## config.mk

```make
export PLATFORM = sky130hd
export DESIGN_NAME = riscv_instr_encoder
export DESIGN_NICKNAME = d
export VERILOG_FILES = /design/src/rtl/riscv_instr_encoder.sv
export SDC_FILE = /design/constraint.sdc
export NUM_CORES = 1
export LEC_CHECK = 0
export CAP_MARGIN = 5
export CORE_MARGIN = 1.5
export CORE_UTILIZATION = 40
export CTS_CLUSTER_SIZE = 10
export DETAILED_ROUTE_END_ITERATION = 8
export PLACE_DENSITY_LB_ADDON = 0.15
export SYNTH_ARGS = -nofsm -noshare
export SYNTH_HDL_FRONTEND = slang
export SYNTH_SLANG_ARGS = --single-unit
```

## constraint.sdc

```tcl
create_clock -name clk -period 4.69 [get_ports clk]
set_input_delay 0.938 -clock clk [delete_from_list [all_inputs] [get_ports clk]]
set_output_delay 0.938 -clock clk [all_outputs]
set_load 0.01 [all_outputs]
```

## src/rtl/riscv_instr_encoder.sv

```systemverilog
// Packs RV32I instruction fields into 32-bit words and streams them with byte addresses to the imem loader.
// Latency: 1 cycle from input acceptance to out_valid; 1 word/cycle sustained while out_ready is held high.
// Backpressure: single registered output stage; in_ready drops while a word is held and out_ready is low.
module riscv_instr_encoder #(
    parameter int unsigned           ADDR_W    = 32,
    parameter logic [ADDR_W-1:0]     BASE_ADDR = '0
) (
    input  logic              clk,
    input  logic              rst,
    input  logic              start,
    input  logic              in_valid,
    output logic              in_ready,
    input  logic              in_last,
    input  logic [2:0]        in_fmt,
    input  logic [6:0]        in_opcode,
    input  logic [4:0]        in_rd,
    input  logic [2:0]        in_funct3,
    input  logic [4:0]        in_rs1,
    input  logic [4:0]        in_rs2,
    input  logic [6:0]        in_funct7,
    input  logic [31:0]       in_imm,
    output logic              out_valid,
    input  logic              out_ready,
    output logic [31:0]       out_instr,
    output logic [ADDR_W-1:0] out_addr,
    output logic              done,
    output logic              imm_err,
    output logic              fmt_err
);

    typedef enum logic [1:0] {
        S_IDLE = 2'd0,
        S_RUN  = 2'd1,
        S_DONE = 2'd2
    } state_t;

    localparam logic [31:0] NOP = 32'h0000_0013;

    state_t              r_state;
    state_t              w_state_nxt;
    logic                r_last_pending;
    logic                r_out_last;
    logic                r_out_valid;
    logic [31:0]         r_out_instr;
    logic [ADDR_W-1:0]   r_out_addr;
    logic [ADDR_W-1:0]   r_addr;
    logic                r_imm_err;
    logic                r_fmt_err;

    logic                w_start;
    logic                w_push;
    logic                w_pop;
    logic [31:0]         w_instr;
    logic                w_imm_bad;
    logic                w_fmt_bad;

    // start only matters in IDLE; a pulse in RUN or DONE is dropped here
    assign w_start   = start && (r_state == S_IDLE);
    assign w_pop     = r_out_valid && out_ready;
    assign in_ready  = (r_state == S_RUN) && !r_last_pending && (!r_out_valid || out_ready);
    assign w_push    = in_valid && in_ready;

    assign out_valid = r_out_valid;
    assign out_instr = r_out_instr;
    assign out_addr  = r_out_addr;
    assign imm_err   = r_imm_err;
    assign fmt_err   = r_fmt_err;
    assign done      = (r_state == S_DONE);

    // Field packing plus immediate range/alignment checks (out-of-range bits are simply truncated)
    always_comb begin
        w_instr   = NOP;
        w_imm_bad = 1'b0;
        w_fmt_bad = 1'b0;
        case (in_fmt)
            3'd0: w_instr = {in_funct7, in_rs2, in_rs1, in_funct3, in_rd, in_opcode};
            3'd1: begin
                w_instr   = {in_imm[11:0], in_rs1, in_funct3, in_rd, in_opcode};
                w_imm_bad = !((&in_imm[31:11]) || (~|in_imm[31:11]));
            end
            3'd2: begin
                w_instr   = {in_imm[11:5], in_rs2, in_rs1, in_funct3, in_imm[4:0], in_opcode};
                w_imm_bad = !((&in_imm[31:11]) || (~|in_imm[31:11]));
            end
            3'd3: begin
                w_instr   = {in_imm[12], in_imm[10:5], in_rs2, in_rs1, in_funct3,
                             in_imm[4:1], in_imm[11], in_opcode};
                w_imm_bad = !((&in_imm[31:12]) || (~|in_imm[31:12])) || in_imm[0];
            end
            3'd4: begin
                w_instr   = {in_imm[31:12], in_rd, in_opcode};
                w_imm_bad = |in_imm[11:0];
            end
            3'd5: begin
                w_instr   = {in_imm[20], in_imm[10:1], in_imm[11], in_imm[19:12], in_rd, in_opcode};
                w_imm_bad = !((&in_imm[31:20]) || (~|in_imm[31:20])) || in_imm[0];
            end
            default: w_fmt_bad = 1'b1;
        endcase
    end

    // State register
    always_ff @(posedge clk or posedge rst) begin
        if (rst) r_state <= S_IDLE;
        else     r_state <= w_state_nxt;
    end

    // Next state: RUN ends when the word that carried in_last leaves the output stage
    always_comb begin
        w_state_nxt = r_state;
        case (r_state)
            S_IDLE:  if (w_start) w_state_nxt = S_RUN;
            S_RUN:   if (w_pop && r_out_last) w_state_nxt = S_DONE;
            S_DONE:  w_state_nxt = S_IDLE;
            default: w_state_nxt = S_IDLE;
        endcase
    end

    // Output stage, address counter, last tracking and sticky error flags
    always_ff @(posedge clk or posedge rst) begin
        if (rst) begin
            r_out_valid    <= 1'b0;
            r_out_instr    <= '0;
            r_out_addr     <= '0;
            r_out_last     <= 1'b0;
            r_last_pending <= 1'b0;
            r_addr         <= BASE_ADDR;
            r_imm_err      <= 1'b0;
            r_fmt_err      <= 1'b0;
        end else begin
            if (w_start) begin
                r_addr         <= BASE_ADDR;
                r_imm_err      <= 1'b0;
                r_fmt_err      <= 1'b0;
                r_last_pending <= 1'b0;
            end
            // A push in the same cycle as a pop simply overwrites the departing word
            if (w_push) begin
                r_out_valid <= 1'b1;
                r_out_instr <= w_instr;
                r_out_addr  <= r_addr;
                r_addr      <= r_addr + ADDR_W'(4);
                r_out_last  <= in_last;
                if (in_last)   r_last_pending <= 1'b1;
                if (w_imm_bad) r_imm_err      <= 1'b1;
                if (w_fmt_bad) r_fmt_err      <= 1'b1;
            end else if (w_pop) begin
                r_out_valid <= 1'b0;
            end
            if (r_state == S_DONE) r_last_pending <= 1'b0;
        end
    end

endmodule

```

Yosys cells after proc, flatten, opt, wreduce, memory -nomap -nowiden --
Cells that the tools add are included.
Storage, ports and cells: output and inout port bits 69, register bits after elaboration 103, input port bits 73, word-level logic and storage cells 72
Cells by class: add/sub/neg operators 1, mux-type cells 19, eq/ne operators 9, reduce and logical (&&, ||, !) cells 34
Operator list (count):
- $pmux W32 S6 | 1
- $mux W32 | 2
- $add A32 B3 Y32 const B | 1
- $reduce_or A12 Y1 | 2
- $reduce_and A21 Y1 | 1
- $reduce_or A21 Y1 | 1
- $reduce_and A20 Y1 | 1
- $reduce_or A20 Y1 | 1
- $mux W1 | 12
- $reduce_and A12 Y1 | 1
- $logic_not A1 Y1 | 8
- $eq A3 B2 Y1 const B | 2
- $eq A3 B3 Y1 const B | 2
- $logic_and A1 B1 Y1 | 6
- $logic_or A1 B1 Y1 | 6
- $reduce_or A6 Y1 | 1
- $mux W2 | 2
- $pmux W1 S4 | 1
- $pmux W2 S2 | 1
- $reduce_bool A2 Y1 | 2
- $eq A3 B1 Y1 const B | 1
- $logic_not A3 Y1 | 1
- $eq A2 B1 Y1 const B | 1
- $eq A2 B2 Y1 const B | 1
- 5 further kinds | 5

Depth between registers and ports, before layout --
Gate-level depths: netlist of run 1.
depth after elaboration 8, gate-level depth with buffers 7, mapped depth without buffers 5

Worst setup path after synthesis of run 1 --
No wires, ideal clock.
path kind input-to-output, start input out_ready, end output in_ready, arrival time 1.413 ns, buffers on the path 0, cell stages on the path 2, setup slack 2.339 ns, data required time 3.752 ns, cell sequence or2b_2 -> and2_1
Between the ends: longest elaborated chain between the ends 2
Ends and longest elaborated chain:
- start: declaration | line 23 | input logic out_ready,
- $logic_or A1 B1 Y1 | line 60 | assign in_ready = (r_state == S_RUN) && !r_last_pending && (!r_out_valid || out_ready);
- $logic_and A1 B1 Y1 | line 60
- end: declaration | line 12 | output logic in_ready,
No other way between the ends.

Worst setup path in the final report of run 1 --
Ends and elaborated chain as after synthesis.

==> impl_metrics.env, run 1 <==
export IMPL_start_util_pct=41.4
export IMPL_synth_compound_area_share_pct=16.9
export IMPL_synth_avg_cell_area_um2=9.32
export IMPL_setup_worst_path_end_class="primary output"
export IMPL_ys_seq_area_share_pct=51.9
export IMPL_rows=39
export IMPL_vias=4236
export IMPL_p_int_mw=2.08
export IMPL_hp_class="register to register"
export IMPL_grt_pass1_vias=4179
export IMPL_min_to="out_addr[24]"
export IMPL_p_sw_mw=1.02
export IMPL_nNetsFinal=706
export IMPL_critPathLaunch="out_ready"
export IMPL_leakagePower_nw=2.76
export IMPL_die_h_um=112
export IMPL_final_antenna_net_count=0
export IMPL_finalSetupViolCount=0
export IMPL_drt_pass1_iter_count=7
export IMPL_grt_pass1_wl_um=20500
export IMPL_drt_iter0_markers=228
export IMPL_area_sequential_mm2=0.00248
export IMPL_holdPathStages=2
export IMPL_reg2reg_depth=4
export IMPL_slew_headroom_pct=33.9
export IMPL_clock_latency_ps=340
export IMPL_synthFlopType="dfrtp_1"
export IMPL_ys_types=53
export IMPL_drv_cap=0
export IMPL_start_kind="input port"
export IMPL_path_common_cell="clkdlybuf4s50_1"
export IMPL_p_per_area_mw_per_mm2=475
export IMPL_synth_common_cells="nand2_1 (118), dfrtp_1 (99), nor2_1 (52), o21ai_0 (35), nand3_1 (23)"
export IMPL_antenna_found_initial=0
export IMPL_tightest_slew_ps=991
export IMPL_critical_path_slowest_cell="clkdlybuf4s50_1"
export IMPL_io_buffer_count=139
export IMPL_area_growth_pct=36.9
export IMPL_synth_cells=512
export IMPL_cts_buffers=9
export IMPL_synth_seq_cells=99
export IMPL_p_comb_share_pct=34.9
export IMPL_slowest_delay_ps=480
export IMPL_yosys_area_top_type="dfrtp_1"
export IMPL_path_cells="clkdlybuf4s50_1 > or2b_2 > and2_1 > clkdlybuf4s50_1"
export IMPL_status="complete, but fails checks"
export IMPL_r2r_slack_ps=2330
export IMPL_globalRouteTotalUtil_pct=20.1
export IMPL_p_sw_share_pct=32.9
export IMPL_grt_overflow=0
export IMPL_reg2reg_from="r_state[1]"
export IMPL_io_pins=142
export IMPL_synth_xor_xnor_area_share_pct=0.367
export IMPL_clkPwrFrac_pct=26.0
export IMPL_worst_path_buf_inv=2
export IMPL_cts_sinks=99
export IMPL_grt_max_degree=76
export IMPL_hold_path_startpoint="out_addr[24]"
export IMPL_syn_area_mm2=0.00477
export IMPL_cts_hold_buf=0
export IMPL_drc=3
export IMPL_setup_tns_ps=0
export IMPL_cts_tree="yes"
export IMPL_yosys_warnings=0
export IMPL_fp_coreArea_mm2=0.0115
export IMPL_vias_per_cell=5.43
export IMPL_synth_top_family_by_area="simple AND/OR/NAND/NOR gates"
export IMPL_cts_setup_buffers=0
export IMPL_arrival_ps=2320
export IMPL_power_frac_seq_pct=39.1
export IMPL_dieArea_mm2=0.0126
export IMPL_clk_pin_slew_worst_paths_ps=70
export IMPL_hold_viol=0
export IMPL_synth_most_common_cell="nand2_1"
export IMPL_wl_per_cell_um=15.7
export IMPL_synth_top_area_share_pct=51.9
export IMPL_worst_path_max_fanout=5
export IMPL_rsz0062_at_grt="no"
export IMPL_die_x_um=112
export IMPL_critical_path_cell_count=4
export IMPL_gp_congestion=0.903
export IMPL_cp_top_family="buffers and inverters"
export IMPL_crit_required_ps=3750
export IMPL_cts_buffer_depth=2
export IMPL_maxSlewViolCount=0
export IMPL_cts_resized=0
export IMPL_placed_cell_area_mm2=0.00621
export IMPL_period_needed_ps=3260
export IMPL_cts_root_buf="clkbuf_16"
export IMPL_yosys_area_share_simple_pct=22.5
export IMPL_fillers=1019
export IMPL_final_area_mm2=0.00653
export IMPL_drive_gt1_share_pct=7.06
export IMPL_finClkSkew_ps=8.04
export IMPL_cts_max_level=3
export IMPL_synthMuxAreaShare_pct=3.41
export IMPL_hold_ws_ps=474
export IMPL_finalCritPeriodShare_pct=69.6
export IMPL_critPathKind="input port to primary output"
export IMPL_max_freq_mhz=307
export IMPL_synth_area_leaders="dfrtp_1 (52%), nand2_1 (9.3%), nor2_1 (4.1%), o21ai_0 (3.7%), a221oi_1 (3.5%)"
export IMPL_async_flop_share_pct=100
export IMPL_vdd_ir_drop_worst_mv=0.225
export IMPL_diodes=0
export IMPL_wirelength_um=12200
export IMPL_hpwl_um=8730
export IMPL_multi_input_area_mm2=0.00208
export IMPL_worstReg2RegEnd="out_instr[0]"
export IMPL_violations="DRC"
export IMPL_synth_fa_ha_area_share_pct=0.262
export IMPL_synth_edf_count=0
-- metal layers --
metal / up-vias / routed length (um) / global-route usage [%]
li1: 2051 / - / -
met1: 2028 / 5460 / 26.1
met2: 143 / 5710 / 32.2
met3: 14 / 903 / 6.86
met4: 0 / 153 / 5.91
met5: - / 0 / 0
-- tightest hold or removal path: stages, from the launching register on --
cell and delay (ps):
dfrtp_1 340, nand2_1 50, nand2_1 50
-- worst max-delay path by stage --
stage	to	slack (ps)
after floorplan	fmt_err	1160
after global placement	imm_err	1310
after detailed placement	imm_err	1150
after CTS	in_ready	1430
after global routing	imm_err	1220
final	in_ready	1430
-- power by group through the flow --
stage	Combinational, mW	Clock [mW]	Sequential (mW)
5_1_grt	1.19	0.866	1.24
2_1_floorplan	0.466	0	1.28
3_5_place_dp	1.10	0	1.23
4_1_cts	1.10	0.824	1.22
6_report	1.08	0.805	1.21
3_3_place_gp	1.08	0	1.22
-- per-stage QoR --
step | cells | setup slack [ps] | utilization [%] | power, mW
after global routing | 780 | 1220 | 56.7 | 3.30
final | 780 | 1430 | 56.7 | 3.10
after global placement | 764 | 1310 | 53.9 | 2.30
after CTS | 780 | 1430 | 56.7 | 3.14
after detailed placement | 764 | 1150 | 53.9 | 2.33
after floorplan | 513 | 1160 | - | 1.75
-- flip-flops by register name, summed over array words and instances (netlist names) --
name,count
out_addr,30
r_last_pending,1
r_out_last,1
imm_err,1
r_state,2
r_addr,30
out_instr,32
out_valid,1
fmt_err,1
-- area by class of cell --
type,instances,area share (%)
sequential,99,37.9
multi-input combinational,367,31.9
timing repair buffer,142,21.6
clock buffer,9,3.45
tap,143,2.74
clock inverter,7,1.53
inverter,13,0.785
-- layout by cell type (no fill, tap or decap), types with 2 or more instances in the layout --
cell             count
o311ai_1             2
nand2_1            118
mux2i_1             14
o211ai_2             5
and4_1               2
nor2_1              52
o22a_1               3
o31ai_2              5
nand4_1             10
bufinv_16            2
or2_0                2
clkinvlp_4           2
nor2b_1              2
nand3_1             22
o41ai_1              3
xnor2_1              2
a22o_1               4
o21ai_0             35
mux2_2               2
o21a_1               2
a22oi_1              6
a221oi_1            19
o2111ai_1            2
conb_1               2
clkbuf_16            9
nor3_1               2
nor4_1              10
clkdlybuf4s50_1    139
dfrtp_1             99
and3_2               4
inv_1               11
o211ai_1             6
buf_4                3
or4_4                2
a21oi_1              8
o31ai_1              5
-- cell families (layout without fill, tap and decap cells) --
family                   Yosys count  in the layout
AND/OR/NAND/NOR                  237            237
other                              1              2
buffers and inverters             47            171
multiplexers                      16             16
AO/OA/AOI/OAI                    109            109
XOR/XNOR                           2              2
flip-flops                        99             99
adder cells (fa/ha/maj)            1              1
Note: power is estimated with default switching activity, not from simulation.
==> run 2: changes to the inputs <==
==> constraint.sdc (replaced) <==
create_clock -name clk -period 3.4 [get_ports clk]
set_input_delay 0.68 -clock clk [delete_from_list [all_inputs] [get_ports clk]]
set_output_delay 0.68 -clock clk [all_outputs]
set_load 0.01 [all_outputs]
==> run 2 against run 1 <==
  * The flow now finishes without violations
  * Combinational power up 40%
  * Count of clock-buffer cells in the layout grew 1
  * Largest power group unchanged
  * Die area is the same
  * Critical endpoint unchanged
  * Flip-flop and latch count is the same
  * Non-clock buffer count increased by 6
  * Via count down 0.31%
==> impl_metrics.env, run 2 (synthesis results as in run 1) <==
export IMPL_status="completed"
export IMPL_p_sw_share_pct=32.9
export IMPL_leakagePower_nw=2.79
export IMPL_vias=4223
export IMPL_nNetsFinal=712
export IMPL_grt_overflow=0
export IMPL_grt_pass1_vias=4290
export IMPL_fp_coreArea_mm2=0.0115
export IMPL_layout_common_cells="clkdlybuf4s50_1 (139), nand2_1 (118), dfrtp_1 (99)"
export IMPL_antenna_found_initial=0
export IMPL_io_buffer_count=139
export IMPL_cts_buffer_depth=2
export IMPL_cp_top_family="buffers and inverters"
export IMPL_worst_path_max_fanout=5
export IMPL_start_kind="input port"
export IMPL_finalNonFillerCells=786
export IMPL_largest_reg_flops=32
export IMPL_crit_required_ps=2720
export IMPL_die_x_um=112
export IMPL_cts_buffers=9
export IMPL_cts_resized=0
export IMPL_path_common_cell="clkdlybuf4s50_1"
export IMPL_clock_latency_ps=350
export IMPL_arrival_ps=2070
export IMPL_globalRouteTotalUtil_pct=20.8
export IMPL_drt_iter0_markers=176
export IMPL_dpl_cell_count=770
export IMPL_finalSetupViolCount=0
export IMPL_p_per_area_mw_per_mm2=654
export IMPL_cts_root_buf="clkbuf_16"
export IMPL_drv_cap=0
export IMPL_cts_max_level=3
export IMPL_setup_tns_ps=0
export IMPL_p_int_mw=2.89
export IMPL_drt_pass1_iter_count=6
export IMPL_final_antenna_net_count=0
export IMPL_p_comb_share_pct=35.2
export IMPL_critical_path_slowest_cell="clkdlybuf4s50_1"
export IMPL_layout_commonest_cell="clkdlybuf4s50_1"
export IMPL_drive_gt1_share_pct=7.78
export IMPL_gp_congestion=0.928
export IMPL_cts_sinks=99
export IMPL_path_cells="clkdlybuf4s50_1 > or2b_2 > and2_1 > clkdlybuf4s50_1"
export IMPL_setup_worst_path_end_class="primary output"
export IMPL_hpwl_um=9050
export IMPL_clk_pin_slew_worst_paths_ps=70
export IMPL_hold_viol=0
export IMPL_die_h_um=112
export IMPL_drc=0
export IMPL_grt_max_degree=48
export IMPL_vdd_ir_drop_worst_mv=0.293
export IMPL_dieArea_mm2=0.0126
export IMPL_tightest_slew_ps=748
export IMPL_io_pins=142
export IMPL_start_util_pct=41.4
export IMPL_final_core_util_pct=57.1
export IMPL_finalCritPeriodShare_pct=80.8
export IMPL_vias_per_cell=5.37
export IMPL_wirelength_um=12500
export IMPL_clkPwrFrac_pct=25.8
export IMPL_slew_headroom_pct=50.1
export IMPL_cts_setup_buffers=0
export IMPL_wl_per_cell_um=15.9
export IMPL_finClkSkew_ps=13.3
export IMPL_critPathKind="input port to primary output"
export IMPL_diodes=0
export IMPL_max_freq_mhz=364
export IMPL_rsz0062_at_grt="no"
export IMPL_rows=39
export IMPL_worst_path_buf_inv=2
export IMPL_p_sw_mw=1.42
export IMPL_slowest_delay_ps=470
export IMPL_period_needed_ps=2750
export IMPL_fillers=1048
export IMPL_maxSlewViolCount=0
export IMPL_cts_hold_buf=0
export IMPL_power_frac_seq_pct=39.1
export IMPL_grt_pass1_wl_um=21100
export IMPL_hp_class="register to register"
export IMPL_area_growth_pct=37.8
export IMPL_cts_tree="yes"
==> run 2: cell type report <==
type                       instances  area, um^2  share of cell area, %
clock buffer                      10         229                   3.48
sequential                        99        2480                   37.7
clock inverter                     6        96.3                   1.46
inverter                          13        51.3                  0.780
multi-input combinational        367        2080                   31.7
timing repair buffer             148        1460                   22.2
tap                              143         179                   2.72
==> run 2: stage by stage <==
step / total power [mW] / instance area, um^2 / hold WS [ps] / setup slack, ps
after floorplan: 2.41 / 4770 / 447 / 130
after global placement: 3.20 / 6250 / 458 / 670
after detailed placement: 3.22 / 6250 / 464 / 653
after CTS: 4.34 / 6580 / 481 / 653
after global routing: 4.58 / 6580 / 506 / 617
final: 4.30 / 6580 / 475 / 654
==> run 2: final timing paths <==
kind | start | end | slack [ps] | cells after the start
worst max-delay path | out_ready | in_ready | 650 | 4
worst min-delay path | out_addr[12] | out_addr[12] | 480 | 2
worst max register to register | r_state[1] | r_addr[12] | 1280 | 5
worst min register to register | out_addr[12] | out_addr[12] | 480 | 2
max in group asynchronous | rst | r_addr[8] | 1840 | 3
min in group asynchronous | rst | out_instr[21] | 760 | 2
==> run 2: power by group through the flow <==
| stage | logic (mW) | clock network, mW | registers, mW |
|---|---|---|---|
| 2_1_floorplan | 0.643 | 0 | 1.77 |
| 3_3_place_gp | 1.51 | 0 | 1.69 |
| 3_5_place_dp | 1.53 | 0 | 1.70 |
| 4_1_cts | 1.53 | 1.13 | 1.68 |
| 5_1_grt | 1.67 | 1.19 | 1.72 |
| 6_report | 1.51 | 1.11 | 1.68 |
==> run 2: worst reg2reg max path, cell delays in order (launching register included) <==
cell	delay [ps]
dfrtp_1	430
nor3b_2	300
nand4_1	310
or2_0	440
o311ai_0	360
o41ai_1	140
==> run 2: layer usage <==
layer / share of wire [%] / GRT usage, % / up-vias
li1: - / - / 2064
met1: 44 / 27.4 / 2014
met2: 49 / 34.4 / 134
met3: 5.9 / 5.29 / 11
met4: 1.1 / 5.91 / 0
met5: 0 / 0 / -
==> run 3: changes to the inputs <==
==> constraint.sdc (replaced) <==
create_clock -name clk -period 2.58 [get_ports clk]
set_input_delay 0.516 -clock clk [delete_from_list [all_inputs] [get_ports clk]]
set_output_delay 0.516 -clock clk [all_outputs]
set_load 0.01 [all_outputs]
==> run 3 against run 2 <==
  * The flow now finishes with violations (DRC)
  * Core utilization increased by 0.85 points
  * Global-route usage grew 0.48 points
  * First-iteration DRC count up 39%
  * Hold slack lost 4.4 ps
  * Critical path type unchanged
==> impl_metrics.env, run 3 (synthesis results as in run 1) <==
export IMPL_cp_top_family="buffers and inverters"
export IMPL_worst_path_max_fanout=5
export IMPL_max_freq_mhz=413
export IMPL_cts_max_level=3
export IMPL_cts_hold_buf=0
export IMPL_area_growth_pct=39.9
export IMPL_grt_pass1_wl_um=21800
export IMPL_io_buffer_count=139
export IMPL_layout_commonest_cell="clkdlybuf4s50_1"
export IMPL_finClkSkew_ps=10.1
export IMPL_path_cells="clkdlybuf4s50_1 > or2b_2 > and2_1 > clkdlybuf4s50_1"
export IMPL_holdPathStages=2
export IMPL_antenna_found_initial=0
export IMPL_cts_buffer_depth=2
export IMPL_rows=39
export IMPL_hold_viol=0
export IMPL_grt_pass1_vias=4368
export IMPL_wl_per_cell_um=16.2
export IMPL_start_util_pct=41.4
export IMPL_layout_common_cells="clkdlybuf4s50_1 (139), nand2_1 (118), dfrtp_1 (99)"
export IMPL_dieArea_mm2=0.0126
export IMPL_min_to="out_addr[13]"
export IMPL_cts_tree="yes"
export IMPL_worst_path_buf_inv=2
export IMPL_cts_setup_buffers=0
export IMPL_hold_ws_ps=471
export IMPL_hold_path_startpoint="out_addr[13]"
export IMPL_setup_worst_path_end_class="primary output"
export IMPL_path_common_cell="clkdlybuf4s50_1"
export IMPL_wirelength_um=12800
export IMPL_die_x_um=112
export IMPL_die_h_um=112
export IMPL_leakagePower_nw=2.84
export IMPL_reg2reg_depth=5
export IMPL_grt_max_degree=100
export IMPL_cts_root_buf="clkbuf_16"
export IMPL_globalRouteTotalUtil_pct=21.3
export IMPL_fp_coreArea_mm2=0.0115
export IMPL_violations="DRC"
export IMPL_slowest_delay_ps=470
export IMPL_setup_tns_ps=0
export IMPL_drc=1
export IMPL_fillers=1020
export IMPL_wl_met2_um=6240
export IMPL_finalSetupViolCount=0
export IMPL_cts_resized=0
export IMPL_status="complete, but fails checks"
export IMPL_clock_latency_ps=340
export IMPL_largest_reg_flops=32
export IMPL_critical_path_slowest_cell="clkdlybuf4s50_1"
export IMPL_r2r_slack_ps=510
export IMPL_grt_overflow=0
export IMPL_tightest_slew_ps=816
export IMPL_drt_pass1_iter_count=8
export IMPL_reg2reg_from="r_addr[6]"
export IMPL_drv_cap=0
export IMPL_highest_layer="met4"
export IMPL_p_per_area_mw_per_mm2=862
export IMPL_slew_headroom_pct=45.4
export IMPL_maxSlewViolCount=0
export IMPL_hpwl_um=9210
export IMPL_vias=4339
export IMPL_io_pins=142
export IMPL_final_antenna_net_count=0
export IMPL_critPathKind="input port to primary output"
export IMPL_drt_iter0_markers=245
export IMPL_cts_buffers=9
export IMPL_vias_per_cell=5.48
export IMPL_start_kind="input port"
export IMPL_critPathLaunch="out_ready"
export IMPL_met3_length_um=808
export IMPL_crit_required_ps=2060
export IMPL_clk_pin_slew_worst_paths_ps=70
export IMPL_period_needed_ps=2420
export IMPL_vdd_ir_drop_worst_mv=0.478
export IMPL_finalCritPeriodShare_pct=93.8
export IMPL_diodes=0
export IMPL_arrival_ps=1900
export IMPL_drive_gt1_share_pct=8.63
export IMPL_hp_class="register to register"
export IMPL_route_layer_met1_wl_um=5640
export IMPL_nNetsFinal=718
export IMPL_rsz0062_at_grt="no"
export IMPL_gp_congestion=0.926
export IMPL_cts_sinks=99
export IMPL_worstReg2RegEnd="r_addr[25]"
[run 3: how the worst max path moves through the flow]
| stage | slack (ps) | depth (start not counted) | to |
|---|---|---|---|
| floorplan | 720 | 6 | r_addr[31] |
| global placement | 170 | 4 | in_ready |
| detailed placement | 150 | 4 | in_ready |
| CTS | 150 | 4 | in_ready |
| global route | 110 | 4 | in_ready |
| finish | 160 | 4 | in_ready |
[run 3: layer usage]
| layer | up-vias | GRT usage [%] |
|---|---|---|
| met5 | - | 0 |
| met4 | 0 | 7.09 |
| met3 | 12 | 4.48 |
| met2 | 141 | 34.8 |
| met1 | 2108 | 28.5 |
| li1 | 2078 | - |
[run 3: per-stage QoR]
step | area (um^2) | cells | setup WS [ps] | power [mW] | utilization, %
final | 6670 | 792 | 161 | 5.75 | 58.0
after global routing | 6670 | 792 | 113 | 6.10 | 58.0
after CTS | 6670 | 792 | 153 | 5.81 | 58.0
after detailed placement | 6330 | 776 | 153 | 4.30 | 55.0
after global placement | 6330 | 776 | 171 | 4.25 | 55.0
after floorplan | 4780 | 513 | 722 | 3.18 | -
[run 3: power by group]
group | switching [mW] | leakage, nW | internal, mW
clock network | 0.575 | 0.166 | 0.932
registers | 0.259 | 1.29 | 1.94
logic | 1.00 | 1.39 | 1.05
[run 3: cell type report]
type / count / area [um^2] / area share [%]
flip-flops and latches: 99 / 2480 / 37.1
multi-input cells: 367 / 2080 / 31.2
repair buffers: 154 / 1540 / 23.1
clock buffers: 13 / 270 / 4.05
well taps: 143 / 179 / 2.68
clock inverters: 3 / 68.8 / 1.03
inverters: 13 / 52.6 / 0.787
[run 3: tightest hold or removal path, stage by stage (launching register included)]
cell and delay, ps:
dfrtp_1 340, nand2_1 50, nand2_1 50
